## config.mk

```make
export PLATFORM = sky130hd
export DESIGN_NAME = dataint_ecc_hamming_decode_secded_pipe
export DESIGN_NICKNAME = d
export VERILOG_FILES = /design/src/rtl/dataint_ecc_pkg.sv /design/src/rtl/dataint_ecc_secded_syndrome.sv /design/src/rtl/dataint_ecc_hamming_decode_secded_pipe.sv
export SDC_FILE = /design/constraint.sdc
export NUM_CORES = 1
export LEC_CHECK = 0
export ABC_AREA = 0
export BUFFER_PORTS_ARGS = -buffer_cell sky130_fd_sc_hd__buf_2
export CAP_MARGIN = 25
export CORE_ASPECT_RATIO = 0.9
export CORE_UTILIZATION = 45
export CTS_CLUSTER_SIZE = 20
export DETAILED_ROUTE_END_ITERATION = 8
export GPL_ROUTABILITY_DRIVEN = 0
export PLACE_DENSITY = 0.74
export SYNTH_ARGS = -nofsm -noshare
export SYNTH_HDL_FRONTEND = slang
export SYNTH_SLANG_ARGS = --single-unit
```

## constraint.sdc

```tcl
create_clock -name i_clk -period 2.2 [get_ports i_clk]
set_clock_uncertainty 0.2 [all_clocks]
set_input_delay 0.22 -clock i_clk [delete_from_list [all_inputs] [get_ports i_clk]]
set_output_delay 0.22 -clock i_clk [all_outputs]
set_load 0.005 [all_outputs]
```

## src/rtl/dataint_ecc_pkg.sv

```systemverilog
// rtl/dataint_ecc_pkg.sv - shared SECDED geometry helpers and status type
package dataint_ecc_pkg;

    typedef enum logic [1:0] {
        ECC_CLEAN  = 2'd0,
        ECC_SINGLE = 2'd1,
        ECC_DOUBLE = 2'd2
    } ecc_status_e;

    // Hamming parity bits needed to cover width data bits.
    function automatic int ecc_parity_bits(input int width);
        return $clog2(width + $clog2(width) + 1);
    endfunction

    // Full codeword width: data + Hamming parity + overall parity bit.
    function automatic int ecc_total_width(input int width);
        return width + ecc_parity_bits(width) + 1;
    endfunction

    // Hamming parity bits live at indices 2^i-1, i.e. where idx+1 is a power of two.
    function automatic logic ecc_is_parity_pos(input int idx);
        int v;
        v = idx + 1;
        return ((v & (v - 1)) == 0);
    endfunction

endpackage

```

## src/rtl/dataint_ecc_secded_syndrome.sv

```systemverilog
// rtl/dataint_ecc_secded_syndrome.sv - combinational Hamming syndrome and overall parity
module dataint_ecc_secded_syndrome #(
    parameter int TOTAL_W = 8,
    parameter int PAR_W   = 3
) (
    input  logic [TOTAL_W-1:0] i_codeword,
    output logic [PAR_W-1:0]   o_syndrome,
    output logic               o_overall
);

    // Syndrome bit i covers every position j (overall bit excluded) whose j+1 has bit i set.
    always_comb begin
        o_syndrome = '0;
        for (int i = 0; i < PAR_W; i++) begin
            for (int j = 0; j < TOTAL_W - 1; j++) begin
                if ((((j + 1) >> i) & 1) == 1) begin
                    o_syndrome[i] = o_syndrome[i] ^ i_codeword[j];
                end
            end
        end
        o_overall = ^i_codeword;
    end

endmodule

```

## src/rtl/dataint_ecc_hamming_decode_secded_pipe.sv

```systemverilog
// rtl/dataint_ecc_hamming_decode_secded_pipe.sv - two-stage SECDED decoder with counters; optional DATAINT_ECC_ERR_LOG_EN
module dataint_ecc_hamming_decode_secded_pipe
    import dataint_ecc_pkg::*;
#(
    parameter int  WIDTH      = 32,
    parameter int  COUNT_W    = 16,
    localparam int ParityBits = ecc_parity_bits(WIDTH),
    localparam int TotalWidth = ecc_total_width(WIDTH)
) (
    input  logic                  i_clk,
    input  logic                  i_rst,
    input  logic                  i_valid,
    output logic                  o_ready,
    input  logic [TotalWidth-1:0] i_encoded_data,
    output logic                  o_valid,
    input  logic                  i_ready,
    output logic [WIDTH-1:0]      o_data,
    output logic                  o_err_single,
    output logic                  o_err_double,
    output logic [ParityBits-1:0] o_syndrome,
    input  logic                  i_cnt_clear,
    output logic [COUNT_W-1:0]    o_cnt_single,
`ifdef DATAINT_ECC_ERR_LOG_EN
    output logic [COUNT_W-1:0]    o_cnt_double,
    output logic                  o_log_valid,
    output logic [ParityBits-1:0] o_log_syndrome,
    output logic                  o_log_double
`else
    output logic [COUNT_W-1:0]    o_cnt_double
`endif
);

    logic                  r_s1_valid;
    logic [TotalWidth-1:0] r_s1_code;
    logic [ParityBits-1:0] r_s1_syn;
    logic                  r_s1_op;

    logic                  r_s2_valid;
    logic [WIDTH-1:0]      r_data;
    logic                  r_err_single;
    logic                  r_err_double;
    logic [ParityBits-1:0] r_syndrome;

    logic [COUNT_W-1:0]    r_cnt_single;
    logic [COUNT_W-1:0]    r_cnt_double;

    logic [ParityBits-1:0] w_syn;
    logic                  w_op;
    logic                  w_s1_ready;
    logic                  w_s2_ready;
    logic                  w_out_fire;
    logic [TotalWidth-1:0] w_fixed;
    logic [WIDTH-1:0]      w_data;
    ecc_status_e           w_status;

    // Pull data bits out of the non-parity positions, lowest index first.
    function automatic logic [WIDTH-1:0] extract_data(input logic [TotalWidth-1:0] code);
        logic [WIDTH-1:0] d;
        int               k;
        d = '0;
        k = 0;
        for (int j = 0; j < TotalWidth - 1; j++) begin
            if (!ecc_is_parity_pos(j)) begin
                if (k < WIDTH) begin
                    d[k] = code[j];
                end
                k++;
            end
        end
        return d;
    endfunction

    dataint_ecc_secded_syndrome #(
        .TOTAL_W (TotalWidth),
        .PAR_W   (ParityBits)
    ) u_syndrome (
        .i_codeword (i_encoded_data),
        .o_syndrome (w_syn),
        .o_overall  (w_op)
    );

    assign w_s2_ready = !r_s2_valid || i_ready;
    assign w_s1_ready = !r_s1_valid || w_s2_ready;
    assign o_ready    = !i_rst && w_s1_ready;
    assign w_out_fire = r_s2_valid && i_ready;

    // S1: capture the codeword together with its syndrome and overall parity.
    always_ff @(posedge i_clk) begin
        if (i_rst) begin
            r_s1_valid <= 1'b0;
            r_s1_code  <= '0;
            r_s1_syn   <= '0;
            r_s1_op    <= 1'b0;
        end else if (w_s1_ready) begin
            r_s1_valid <= i_valid;
            if (i_valid) begin
                r_s1_code <= i_encoded_data;
                r_s1_syn  <= w_syn;
                r_s1_op   <= w_op;
            end
        end
    end

    // Classify the S1 word and flip the addressed bit for correctable errors.
    always_comb begin
        w_status = ECC_CLEAN;
        w_fixed  = r_s1_code;
        if (r_s1_syn == '0) begin
            if (r_s1_op) begin
                w_status = ECC_SINGLE;
            end
        end else if (!r_s1_op || (int'(r_s1_syn) > TotalWidth - 1)) begin
            w_status = ECC_DOUBLE;
        end else begin
            w_status = ECC_SINGLE;
            for (int j = 0; j < TotalWidth - 1; j++) begin
                if (int'(r_s1_syn) == j + 1) begin
                    w_fixed[j] = ~r_s1_code[j];
                end
            end
        end
    end

    assign w_data = extract_data(w_fixed);

    // S2: register corrected data and status; hold while downstream stalls.
    always_ff @(posedge i_clk) begin
        if (i_rst) begin
            r_s2_valid   <= 1'b0;
            r_data       <= '0;
            r_err_single <= 1'b0;
            r_err_double <= 1'b0;
            r_syndrome   <= '0;
        end else if (w_s2_ready) begin
            r_s2_valid <= r_s1_valid;
            if (r_s1_valid) begin
                r_data       <= w_data;
                r_err_single <= (w_status == ECC_SINGLE);
                r_err_double <= (w_status == ECC_DOUBLE);
                r_syndrome   <= r_s1_syn;
            end
        end
    end

    // Saturating error counters bumped on output transfer; clear takes priority.
    always_ff @(posedge i_clk) begin
        if (i_rst || i_cnt_clear) begin
            r_cnt_single <= '0;
            r_cnt_double <= '0;
        end else if (w_out_fire) begin
            if (r_err_single && (r_cnt_single != '1)) begin
                r_cnt_single <= r_cnt_single + COUNT_W'(1);
            end
            if (r_err_double && (r_cnt_double != '1)) begin
                r_cnt_double <= r_cnt_double + COUNT_W'(1);
            end
        end
    end

`ifdef DATAINT_ECC_ERR_LOG_EN
    logic                  r_log_valid;
    logic [ParityBits-1:0] r_log_syndrome;
    logic                  r_log_double;

    // Sticky record of the first erroneous word since reset or clear.
    always_ff @(posedge i_clk) begin
        if (i_rst || i_cnt_clear) begin
            r_log_valid    <= 1'b0;
            r_log_syndrome <= '0;
            r_log_double   <= 1'b0;
        end else if (w_out_fire && (r_err_single || r_err_double) && !r_log_valid) begin
            r_log_valid    <= 1'b1;
            r_log_syndrome <= r_syndrome;
            r_log_double   <= r_err_double;
        end
    end

    assign o_log_valid    = r_log_valid;
    assign o_log_syndrome = r_log_syndrome;
    assign o_log_double   = r_log_double;
`endif

    assign o_valid      = r_s2_valid;
    assign o_data       = r_data;
    assign o_err_single = r_err_single;
    assign o_err_double = r_err_double;
    assign o_syndrome   = r_syndrome;
    assign o_cnt_single = r_cnt_single;
    assign o_cnt_double = r_cnt_double;

endmodule
```

==> results of run 1 <==
-- worst max-delay path: stages, from the launching register on --
cell and delay [ns]:
dfxtp_1 0.33, ha_1 0.19, and2_1 0.17, and4_1 0.25
a2111oi_1 0.50, nand4_1 0.17, xor2_1 0.16, nor2_1 0.05
-- cell usage after synthesis, types with 2 or more instances --
library cell / count / area, um2
and3b_1: 2 / 17.5
mux2i_1: 2 / 20.0
clkbuf_1: 33 / 124
a211oi_1: 20 / 150
nor2_1: 80 / 300
ha_1: 2 / 25.0
or3_1: 16 / 100
buf_1: 5 / 18.8
nand3_1: 20 / 100
a311oi_1: 15 / 131
xnor2_1: 57 / 499
and3_1: 6 / 37.5
nand4_1: 11 / 68.8
xnor3_1: 9 / 203
nand2_1: 113 / 424
and2_1: 6 / 37.5
a21oi_1: 45 / 225
and4_1: 4 / 35.0
nand3b_1: 2 / 15.0
o21ai_1: 17 / 85.1
o21a_1: 2 / 15.0
nor2b_1: 7 / 43.8
xnor2_2: 2 / 32.5
nand2b_1: 3 / 18.8
dfxtp_1: 113 / 2260
nor3_1: 7 / 35.0
xor2_1: 43 / 377
-- sequential cells by signal, summed over array words and instances (netlist names) --
signal        cells
o_syndrome        6
r_s1_op           1
o_cnt_double     16
o_valid           1
r_s1_code        32
o_cnt_single     16
o_data           32
r_s1_valid        1
o_err_double      1
o_err_single      1
r_s1_syn          6
-- cell usage in the layout (no fill, tap or decap), drive strengths merged, types with 3 or more instances in the layout --
cell	count
nor3	7
and3	6
and4	4
clkinv	4
nand4	11
bufinv	4
xor2	44
buf	143
dlygate4sd3	31
nand2b	3
dfxtp	113
nor2	80
a21oi	45
and2	6
nor2b	7
o21ai	18
a311oi	15
or3	16
nand3	20
xnor2	59
clkbuf	21
nand2	113
a211oi	20
xnor3	9
-- per-layer routing --
layer	vias up	wire length (um)	GRT usage
met5	-	0	0
met4	0	246	0.0913
met3	23	854	0.0495
met2	203	7510	0.420
met1	2520	6660	0.303
li1	2533	-	-
-- power by group through the flow --
stage	Combinational [uW]	Clock, uW	Sequential, uW
finish	1210	2850	2290
floorplan	814	0	2280
global placement	1110	0	2320
CTS	1180	2870	2290
global route	1310	2990	2310
detailed placement	1130	0	2330
-- metrics by stage --
stage          TNS (ns)  power (uW)  area (um2)
3_5_place_dp    -0.0223        3460        6380
6_report              0        6350        7350
4_1_cts               0        6340        7320
5_1_grt          -0.203        6600        7350
3_3_place_gp          0        3430        6380
2_1_floorplan         0        3100        5510
-- worst max path at each step --
stage | from | to | slack [ns]
floorplan | o_cnt_double[0]$_SDFFE_PP0P_ | o_cnt_double[14]$_SDFFE_PP0P_ | 0.03
global placement | i_encoded_data[17] | r_s1_op$_SDFFE_PP0P_ | 0.03
detailed placement | i_encoded_data[17] | r_s1_op$_SDFFE_PP0P_ | -0.02
CTS | i_encoded_data[16] | r_s1_op$_SDFFE_PP0P_ | 0.03
global route | o_cnt_double[1]$_SDFFE_PP0P_ | o_cnt_double[14]$_SDFFE_PP0P_ | -0.12
finish | o_cnt_double[1]$_SDFFE_PP0P_ | o_cnt_double[14]$_SDFFE_PP0P_ | 0.05
-- cells by family after synthesis --
family	after synthesis
mux	2
compound gates	106
buf+inv	38
flops	113
fa+ha+maj	2
xor+xnor	113
simple gates	279
-- final cells by class --
| type | instances | area, um2 |
|---|---|---|
| clock buffer | 21 | 460 |
| clock inverter | 10 | 159 |
| tap | 156 | 195 |
| timing repair buffer | 175 | 1120 |
| sequential | 113 | 2260 |
| multi-input combinational | 502 | 3150 |
| fill | 964 | 4320 |
-- timing repair --
| item | CTS | global route |
|---|---|---|
| hold endpoints to repair | 31 | 0 |
| resized for setup | 0 | 9 |
| setup endpoints to repair | 0 | 10 |
| hold buffers | 32 | 0 |
| setup buffers | 0 | 0 |
==> key figures, run 1 <==
Run status
  • Outcome: finished, final reports clean

Yosys
  • Flops & latches, synth: between 100 and 150
  • Number of synthesized flops with an enable pin: 0
  • Top_reg_cell synth: dfxtp_1
  • Syn Nets: ~700
  • Post-synth ARST share: 0
  • Main combinational cell family by area after synthesis: simple AND/OR/NAND/NOR gates
  • Xor/xnor cell area share of the yosys netlist: 0.209
  • Avg Inst Size Synth: about 8.4 um2
  • Multiplexer share of the synthesized area: 0.00363
  • Syn. warnings: 0
  • Synth Area in Adders: 0.00454
  • Sequential share of the synthesized area: 0.410
  • Synth Cell Area: between 5000 and 6000 um2
  • Synth Area in Simple Gates: 0.226
  • Post-synth cell types: 38
  • Cells after synthesis: 653
  • Compound-Gate Fraction of Synth Area: 0.120

Power
  • VDD IR max: roughly 560 uV
  • Leak pwr: 0.00301 uW
  • Clock network fraction of design power: 0.449
  • Switch share: 0.258
  • Net Switching: approximately 1600 uW
  • Logic gate share of total power: 0.190
  • Internal power: 4720 uW
  • Sequential Power Share: 0.361
  • Cell Pwr Density: roughly 860 nW/um2

Floorplan
  • Starting Density: 0.472
  • Die Wd: roughly 120 um
  • Site row count: 37
  • Die Height: approximately 110 um
  • Core box area: about 12000 um2
  • Die area: 12700 um2
  • Top-level port count: 118

STA
  • Final worst slack: around 0.052 ns
  • Ratio of final minimum period to clock period: 0.976
  • Rel. slew slack: 0.660
  • Max Clock Freq: ~470 MHz
  • Pin slew with the least headroom to its limit: approximately 0.5 ns
  • Worst hold margin: ~0.044 ns
  • RSZ-0062 raised after global routing: true
  • Period minus WS final: between 2 and 2.5 ns
  • Final setup fails: 0
  • Fin. max-slew vios: 0
  • Final hold vios: 0

Placement
  • Pre-CTS setup slack: -0.0223 ns
  • Placed instance count: about 920
  • DPL Wire Length: 10800 um
  • Buffers on Ports: approximately 120

Setup path
  • Crit Path Max Fanout: 5
  • R2R Path End: o_cnt_double[14]$_SDFFE_PP0P_
  • CP required: roughly 2.3 ns
  • R2R Path Start: o_cnt_double[1]$_SDFFE_PP0P_
  • Reg2reg path depth: 7
  • Reg-to-reg setup timing slack: between 0.05 and 0.06 ns
  • Worst setup EP type: flip-flop
  • Startpoint types: flip-flop
  • Worst Path Class, Setup: reg -> reg
  • CP arrival: roughly 2.2 ns

CTS
  • CTS Sinks: roughly 110
  • CTS tree: done
  • Worst-path clk slew: approximately 0.050 ns
  • Clk root buf: clkbuf_16
  • H-tree depth: 4
  • CTS max path bufs: 2
  • CTS Buf Count: 17
  • Clock latency on the worst-skew pair: roughly 0.41 ns

Detailed routing
  • Detailed Route Iter0 Violations: about 370
  • DRT Pass-1 Iters: 5
  • Detail Route Antenna Nets: 0
  • Remaining DRCs: 0
  • Vias per Instance: 5.40
  • Post-Route WL: about 15000 um
  • Routed WL per cell: 15.6 um
  • Via count: approximately 5300

Cells and area
  • Non-filler cells, final: a little under 1000
  • Core Util, Final: 0.630
  • Layout cells sized above 1: 0.223
  • Ant. Diodes: 0
  • Final #Nets: between 800 and 900
  • Syn-to-layout area delta: 33.3%

Worst hold path
  • Hold path depth: 4
  • Hold_sp: i_encoded_data[18]
  • Worst hold path endpoint: r_s1_code[18]$_SDFFE_PP0P_
  • Worst Hold Class: in -> reg

Global route
  • Initial antenna violation count: 0
  • Global-route wire length before repair: between 20000 and 25000 um
  • Number of global-route vias before repair: around 5000
  • Total gr overflow: 0
  • Largest net degree at the start of global routing: 73
  • GRT Total Usage: 0.245

Job
  • MaxCap Viol Count: 0
Note: power is estimated with default switching activity, not from simulation.
==> inputs of run 2 (changes only) <==
--- a/config.mk
+++ b/config.mk
@@ -9,6 +9,7 @@
 export BUFFER_PORTS_ARGS = -buffer_cell sky130_fd_sc_hd__buf_2
 export CAP_MARGIN = 25
 export CORE_ASPECT_RATIO = 0.9
+export CORE_MARGIN = 2
 export CORE_UTILIZATION = 45
 export CTS_CLUSTER_SIZE = 20
 export DETAILED_ROUTE_END_ITERATION = 8
==> run 2 against run 1 <==
Design area is 0.22% lower. Non-clock buffer count stayed put. Maximum frequency is 1.8% lower. Register-to-register slack better by 0.07 ns. Clock power is 11% lower. Sequential cell count stayed put. Setup slack worse by 0.039 ns. Largest power group unchanged. Highest routed layer unchanged.
==> key figures, run 2 (synthesis results as in run 1) <==
Run status
  • Outcome: finished, final reports clean

STA
  • Rel. slew slack: 0.688 (+0.0280)
  • RSZ-0062 raised after global routing: true
  • Sum Neg Setup Slack: 0 ns (unchanged)
  • Max Clock Freq: 457 MHz (-1.8%)
  • Final hold vios: 0 (unchanged)
  • Period minus WS final: 2.19 ns (+0.0389 ns)
  • Pin slew with the least headroom to its limit: 0.468 ns (-0.0407 ns)
  • Final setup fails: 0 (unchanged)
  • Fin. max-slew vios: 0 (unchanged)
  • Worst hold margin: 0.0380 ns (-0.00598 ns)
  • Ratio of final minimum period to clock period: 0.994 (+0.0177)

Power
  • Cell Pwr Density: 836 nW/um2 (-3.3%)
  • Leak pwr: 0.00301 uW (about the same)
  • VDD IR max: 447 uV (-21%)

Setup path
  • Startpoint types: input port
  • Reg2reg path depth: 6 (-1)
  • CP arrival: 2.26 ns (+0.02 ns)
  • Crit Path Max Fanout: 3 (-2)
  • Worst Path Class, Setup: in -> reg
  • CP required: 2.28 ns (about the same)
  • Worst setup EP type: flip-flop

Global route
  • Number of global-route vias before repair: 4940 (-0.40%)
  • Global-route wire length before repair: 24300 um (+0.28%)
  • Largest net degree at the start of global routing: 73 (unchanged)
  • GRT Total Usage: 0.239 (-0.00603)
  • Total gr overflow: 0 (unchanged)
  • Initial antenna violation count: 0 (unchanged)

Detailed routing
  • Vias per Instance: 5.37 (-0.60%)
  • Routed WL per cell: 15.8 um (+1.3%)
  • Remaining DRCs: 0 (unchanged)
  • Via count: 5269 (-0.19%)
  • Detail Route Antenna Nets: 0 (unchanged)
  • DRT Pass-1 Iters: 5 (unchanged)
  • Detailed Route Iter0 Violations: 423 (+16%)
  • Post-Route WL: 15500 um (+1.7%)

CTS
  • CTS max path bufs: 2 (unchanged)
  • Clock latency on the worst-skew pair: 0.41 ns (about the same)
  • CTS Buf Count: 17 (unchanged)
  • Worst-path clk slew: 0.05 ns (about the same)
  • H-tree depth: 4 (unchanged)
  • CTS Sinks: 113 (unchanged)
  • Clk root buf: clkbuf_16
  • CTS tree: done

Cells and area
  • Final #Nets: 855 (unchanged)
  • Ant. Diodes: 0 (unchanged)
  • Number of fill cells: 1024 (+6.2%)
  • Commonest non-fill, non-tap cell in the layout: buf_2
  • Most frequent cells in the layout: buf_2, nand2_1, dfxtp_1
  • Core Util, Final: 0.612 (-0.0179)
  • Layout cells sized above 1: 0.228 (+0.00487)
  • Syn-to-layout area delta: 33.0%

Floorplan
  • Starting Density: 0.460 (-0.0124)
  • Die area: 13200 um2 (+3.6%)
  • Die Wd: 121 um (+1.7%)
  • Die Height: 109 um (+1.9%)
  • Core box area: 12000 um2 (+2.7%)
  • Site row count: 38 (+2.7%)
  • Top-level port count: 118 (unchanged)

Worst hold path
  • Hold path depth: 3 (-1)
  • Worst Hold Class: in -> reg

Placement
  • DPL Wire Length: 10700 um (-0.62%)
  • Buffers on Ports: 117 (unchanged)

Job
  • MaxCap Viol Count: 0 (unchanged)
-- run 2: changes by cell type in the layout (fill, tap and decap cells not counted), sizes merged --
cell / change
bufinv: -3
clkbuf: +4
clkinv: +1
clkinvlp: -2
dlygate4sd3: +1
dlymetal6s4s: -1
-- run 2: cell type report --
cell class / instances / area [um2] / area share
sequential: 113 / 2260 / 0.309
multi-input combinational: 502 / 3180 / 0.434
tap: 160 / 200 / 0.0273
clock inverter: 6 / 55.1 / 0.00751
timing repair buffer: 175 / 1130 / 0.155
clock buffer: 25 / 495 / 0.0676
-- run 2: through the flow --
step,std cells,area [um2],power (uW),setup slack [ns]
after CTS,980,7230,6080,0.0179
final,981,7330,6130,0.0130
after global placement,917,6360,3460,0.00339
after floorplan,653,5510,3100,0.0264
after detailed placement,917,6360,3490,-0.0489
after global routing,981,7330,6360,-0.0184
-- run 2: critical path, stage by stage --
cell           delay, ns
dlygate4sd3_1       0.53
buf_2               0.15
xor3_1              0.42
xnor3_1             0.24
xnor3_1             0.28
xnor2_1             0.21
o21ai_1             0.08
nor2b_1             0.12
-- run 2: where the power goes --
part           total, uW  internal, uW  switching [uW]
sequential          2290          2170             115
combinational       1300           640             656
clock               2550          1650             892
-- run 2: path summary, 6_finish.rpt --
check,from,endpoint,slack (ns)
worst max register to register,o_cnt_single[14]$_SDFFE_PP0P_,o_cnt_single[3]$_SDFFE_PP0P_,0.12
worst min-delay path,i_cnt_clear,o_cnt_double[7]$_SDFFE_PP0P_,0.04
worst min register to register,o_syndrome[2]$_SDFFE_PP0P_,o_syndrome[2]$_SDFFE_PP0P_,0.26
worst max-delay path,i_encoded_data[5],r_s1_syn[2]$_SDFFE_PP0P_,0.01
-- run 2: repair_timing --
| action | CTS | global route |
|---|---|---|
| gates resized for setup | 0 | 14 |
| setup endpoints to repair | 0 | 10 |
| setup buffers | 0 | 0 |
| hold endpoints to repair | 32 | 0 |
| hold buffers | 32 | 0 |
-- run 2: per-layer routing --
layer	wire, um	GRT usage	vias to the layer above
li1	-	-	2535
met1	6770	0.303	2482
met2	7420	0.391	227
met3	1070	0.0586	25
met4	279	0.0963	0
met5	0	0	-
==> inputs of run 3 (changes only) <==
--- a/config.mk
+++ b/config.mk
@@ -14,7 +14,7 @@
 export CTS_CLUSTER_SIZE = 20
 export DETAILED_ROUTE_END_ITERATION = 8
 export GPL_ROUTABILITY_DRIVEN = 0
-export PLACE_DENSITY = 0.74
+export PLACE_DENSITY = 0.71
 export SYNTH_ARGS = -nofsm -noshare
 export SYNTH_HDL_FRONTEND = slang
 export SYNTH_SLANG_ARGS = --single-unit
==> constraint.sdc (replaced) <==
create_clock -name i_clk -period 2.4 [get_ports i_clk]
set_clock_uncertainty 0.2 [all_clocks]
set_input_delay 0.24 -clock i_clk [delete_from_list [all_inputs] [get_ports i_clk]]
set_output_delay 0.24 -clock i_clk [all_outputs]
set_load 0.005 [all_outputs]
==> run 3 against run 2 <==
Die area unchanged. Sequential cell count unchanged. Global-route usage down 0.37 points. Setup slack gained 0.0089 ns. Register-to-register slack lost 0.05 ns. Cell count down 1.0%. Non-clock buffer count fell by 11. Sequential power shrank 8%. Design area shrank 0.60%. First-iteration DRC count shrank 9.5%. Largest cell class unchanged. Largest power group unchanged.
==> key figures, run 3 (synthesis results as in run 1) <==
Run status
  • Outcome: finished, final reports clean

Setup path
  • Reg-to-reg setup timing slack: 0.07 ns (-0.05 ns)
  • CP required: 2.55 ns (+0.27 ns)
  • R2R Path Start: o_cnt_double[0]$_SDFFE_PP0P_
  • Delay-heaviest family, CP: XOR/XNOR gates
  • R2R Path End: o_cnt_double[14]$_SDFFE_PP0P_
  • Most used cell, CP: xnor2_2
  • Crit Path Max Fanout: 3 (unchanged)
  • Critical-path cell list: dlygate4sd3_1 > buf_2 > xnor2_2 > xnor3_1 > xnor2_2 > xnor2_1 > or4_1 > nand3_1
  • Startpoint types: input port
  • Buf+Inv Stages, Crit Path: 2 (unchanged)
  • Worst setup EP type: flip-flop
  • Critical path's slowest cell: dlygate4sd3_1
  • Critical Path Max Stage Delay: 0.54 ns (about the same)
  • Reg2reg path depth: 7 (+1)
  • CP arrival: 2.53 ns (+0.27 ns)
  • Worst Path Class, Setup: in -> reg
  • Worst path depth: 8 (unchanged)

CTS
  • CTS tree: done
  • Clk root buf: clkbuf_16
  • CTS Sinks: 113 (unchanged)
  • CTS Buf Count: 17 (unchanged)
  • CTS max path bufs: 2 (unchanged)
  • Worst-path clk slew: 0.05 ns (about the same)
  • Clock latency on the worst-skew pair: 0.42 ns (about the same)
  • H-tree depth: 4 (unchanged)
  • Post-CTS Setup Inserts: 0 (unchanged)

Worst hold path
  • Worst hold path endpoint: o_cnt_single[10]$_SDFFE_PP0P_
  • Hold path depth: 3 (unchanged)
  • Worst Hold Class: in -> reg
  • Hold_sp: i_cnt_clear

Cells and area
  • Ant. Diodes: 0 (unchanged)
  • Most frequent cells in the layout: buf_2, nand2_1, dfxtp_1
  • Final #Nets: 844 (-1.3%)
  • Layout cells sized above 1: 0.210 (-0.0182)
  • Syn-to-layout area delta: 32.2%
  • Commonest non-fill, non-tap cell in the layout: buf_2

Detailed routing
  • Detailed Route Iter0 Violations: 383 (-9.5%)
  • Vias per Instance: 5.28 (-1.6%)
  • Via count: 5131 (-2.6%)
  • Routed WL per cell: 15.4 um (-2.9%)
  • Remaining DRCs: 0 (unchanged)
  • DRT Pass-1 Iters: 4 (-1)
  • Detail Route Antenna Nets: 0 (unchanged)
  • Post-Route WL: 14900 um (-3.9%)

Floorplan
  • Site row count: 38 (unchanged)
  • Die Wd: 121 um (unchanged)
  • Die area: 13200 um2 (unchanged)
  • Starting Density: 0.460 (unchanged)
  • Die Height: 109 um (unchanged)
  • Core box area: 12000 um2 (unchanged)
  • Top-level port count: 118 (unchanged)

STA
  • Final setup fails: 0 (unchanged)
  • Fin. max-slew vios: 0 (unchanged)
  • Pin slew with the least headroom to its limit: 0.599 ns (+0.131 ns)
  • Rel. slew slack: 0.591 (-0.0977)
  • Period minus WS final: between 2 and 2.5 ns
  • Max Clock Freq: around 420 MHz
  • Final hold vios: 0 (unchanged)
  • Ratio of final minimum period to clock period: 0.991
  • Sum Neg Setup Slack: 0 ns (unchanged)
  • Worst hold margin: 0.0459 ns (+0.00793 ns)

Job
  • MaxCap Viol Count: 0 (unchanged)

Global route
  • Initial antenna violation count: 0 (unchanged)
  • GRT Total Usage: 0.235 (-0.00373)
  • Global-route wire length before repair: 24100 um (-0.94%)
  • Largest net degree at the start of global routing: 73 (unchanged)
  • Number of global-route vias before repair: 4949 (+0.18%)
  • Total gr overflow: 0 (unchanged)

Placement
  • Buffers on Ports: 117 (unchanged)
  • DPL Wire Length: 10300 um (-3.4%)

Power
  • Leak pwr: 0.00298 uW (-1.2%)
  • Cell Pwr Density: 797 nW/um2 (-4.6%)
  • VDD IR max: 570 uV (+28%)
==> run 3: metrics by stage <==
step	std cells	utilization	total power, uW	setup WS (ns)	cell area (um2)
after floorplan	653	-	2840	0.226	5510
after global placement	905	0.523	3120	0.182	6270
after detailed placement	905	0.523	3150	0.0795	6270
after CTS	970	0.602	5800	0.0603	7210
after global routing	971	0.608	6050	-0.0304	7290
final	971	0.608	5810	0.0219	7290
==> run 3: where the power goes <==
part           total (uW)  internal, uW  switching [uW]  leakage [uW]
combinational        1110           549             560       0.00175
clock                2600          1750             848      0.000301
sequential           2100          1990             110      0.000924
total                5810          4290            1520       0.00298
==> run 3: worst max-delay path by stage <==
stage	startpoint	to
6_report	i_encoded_data[8]	r_s1_op$_SDFFE_PP0P_
5_1_grt	i_encoded_data[8]	r_s1_op$_SDFFE_PP0P_
4_1_cts	o_cnt_double[0]$_SDFFE_PP0P_	o_cnt_double[14]$_SDFFE_PP0P_
3_5_place_dp	i_encoded_data[17]	r_s1_op$_SDFFE_PP0P_
3_3_place_gp	i_encoded_data[17]	r_s1_op$_SDFFE_PP0P_
2_1_floorplan	o_cnt_double[0]$_SDFFE_PP0P_	o_cnt_double[14]$_SDFFE_PP0P_
==> run 3: routing by layer <==
layer / track usage / vias up / part of all wire
met5: 0 / - / 0
met4: 0.0980 / 0 / 0.023
met3: 0.0649 / 24 / 0.057
met2: 0.375 / 173 / 0.47
met1: 0.301 / 2414 / 0.45
li1: - / 2520 / -
==> run 3: cell type report <==
| cell class | count | area, um2 |
|---|---|---|
| clock buffers | 21 | 450 |
| clock inverters | 11 | 161 |
| fillers | 1047 | 4690 |
| multi-input cells | 502 | 3160 |
| flip-flops and latches | 113 | 2260 |
| well taps | 160 | 200 |
| repair buffers | 164 | 1050 |
==> run 3: what timing repair did <==
item                                    in CTS  in global routing
endpoints found under the hold margin       33                  0
hold buffers                                33                  0
resized for setup                            0                  6
endpoints found under the setup margin       0                  2
==> run 3: worst min-delay path: cells and delay by family <==
family | cells | cell delay, ns
buffers and inverters | 1 | 0.07
and+or+nand+nor | 2 | 0.30
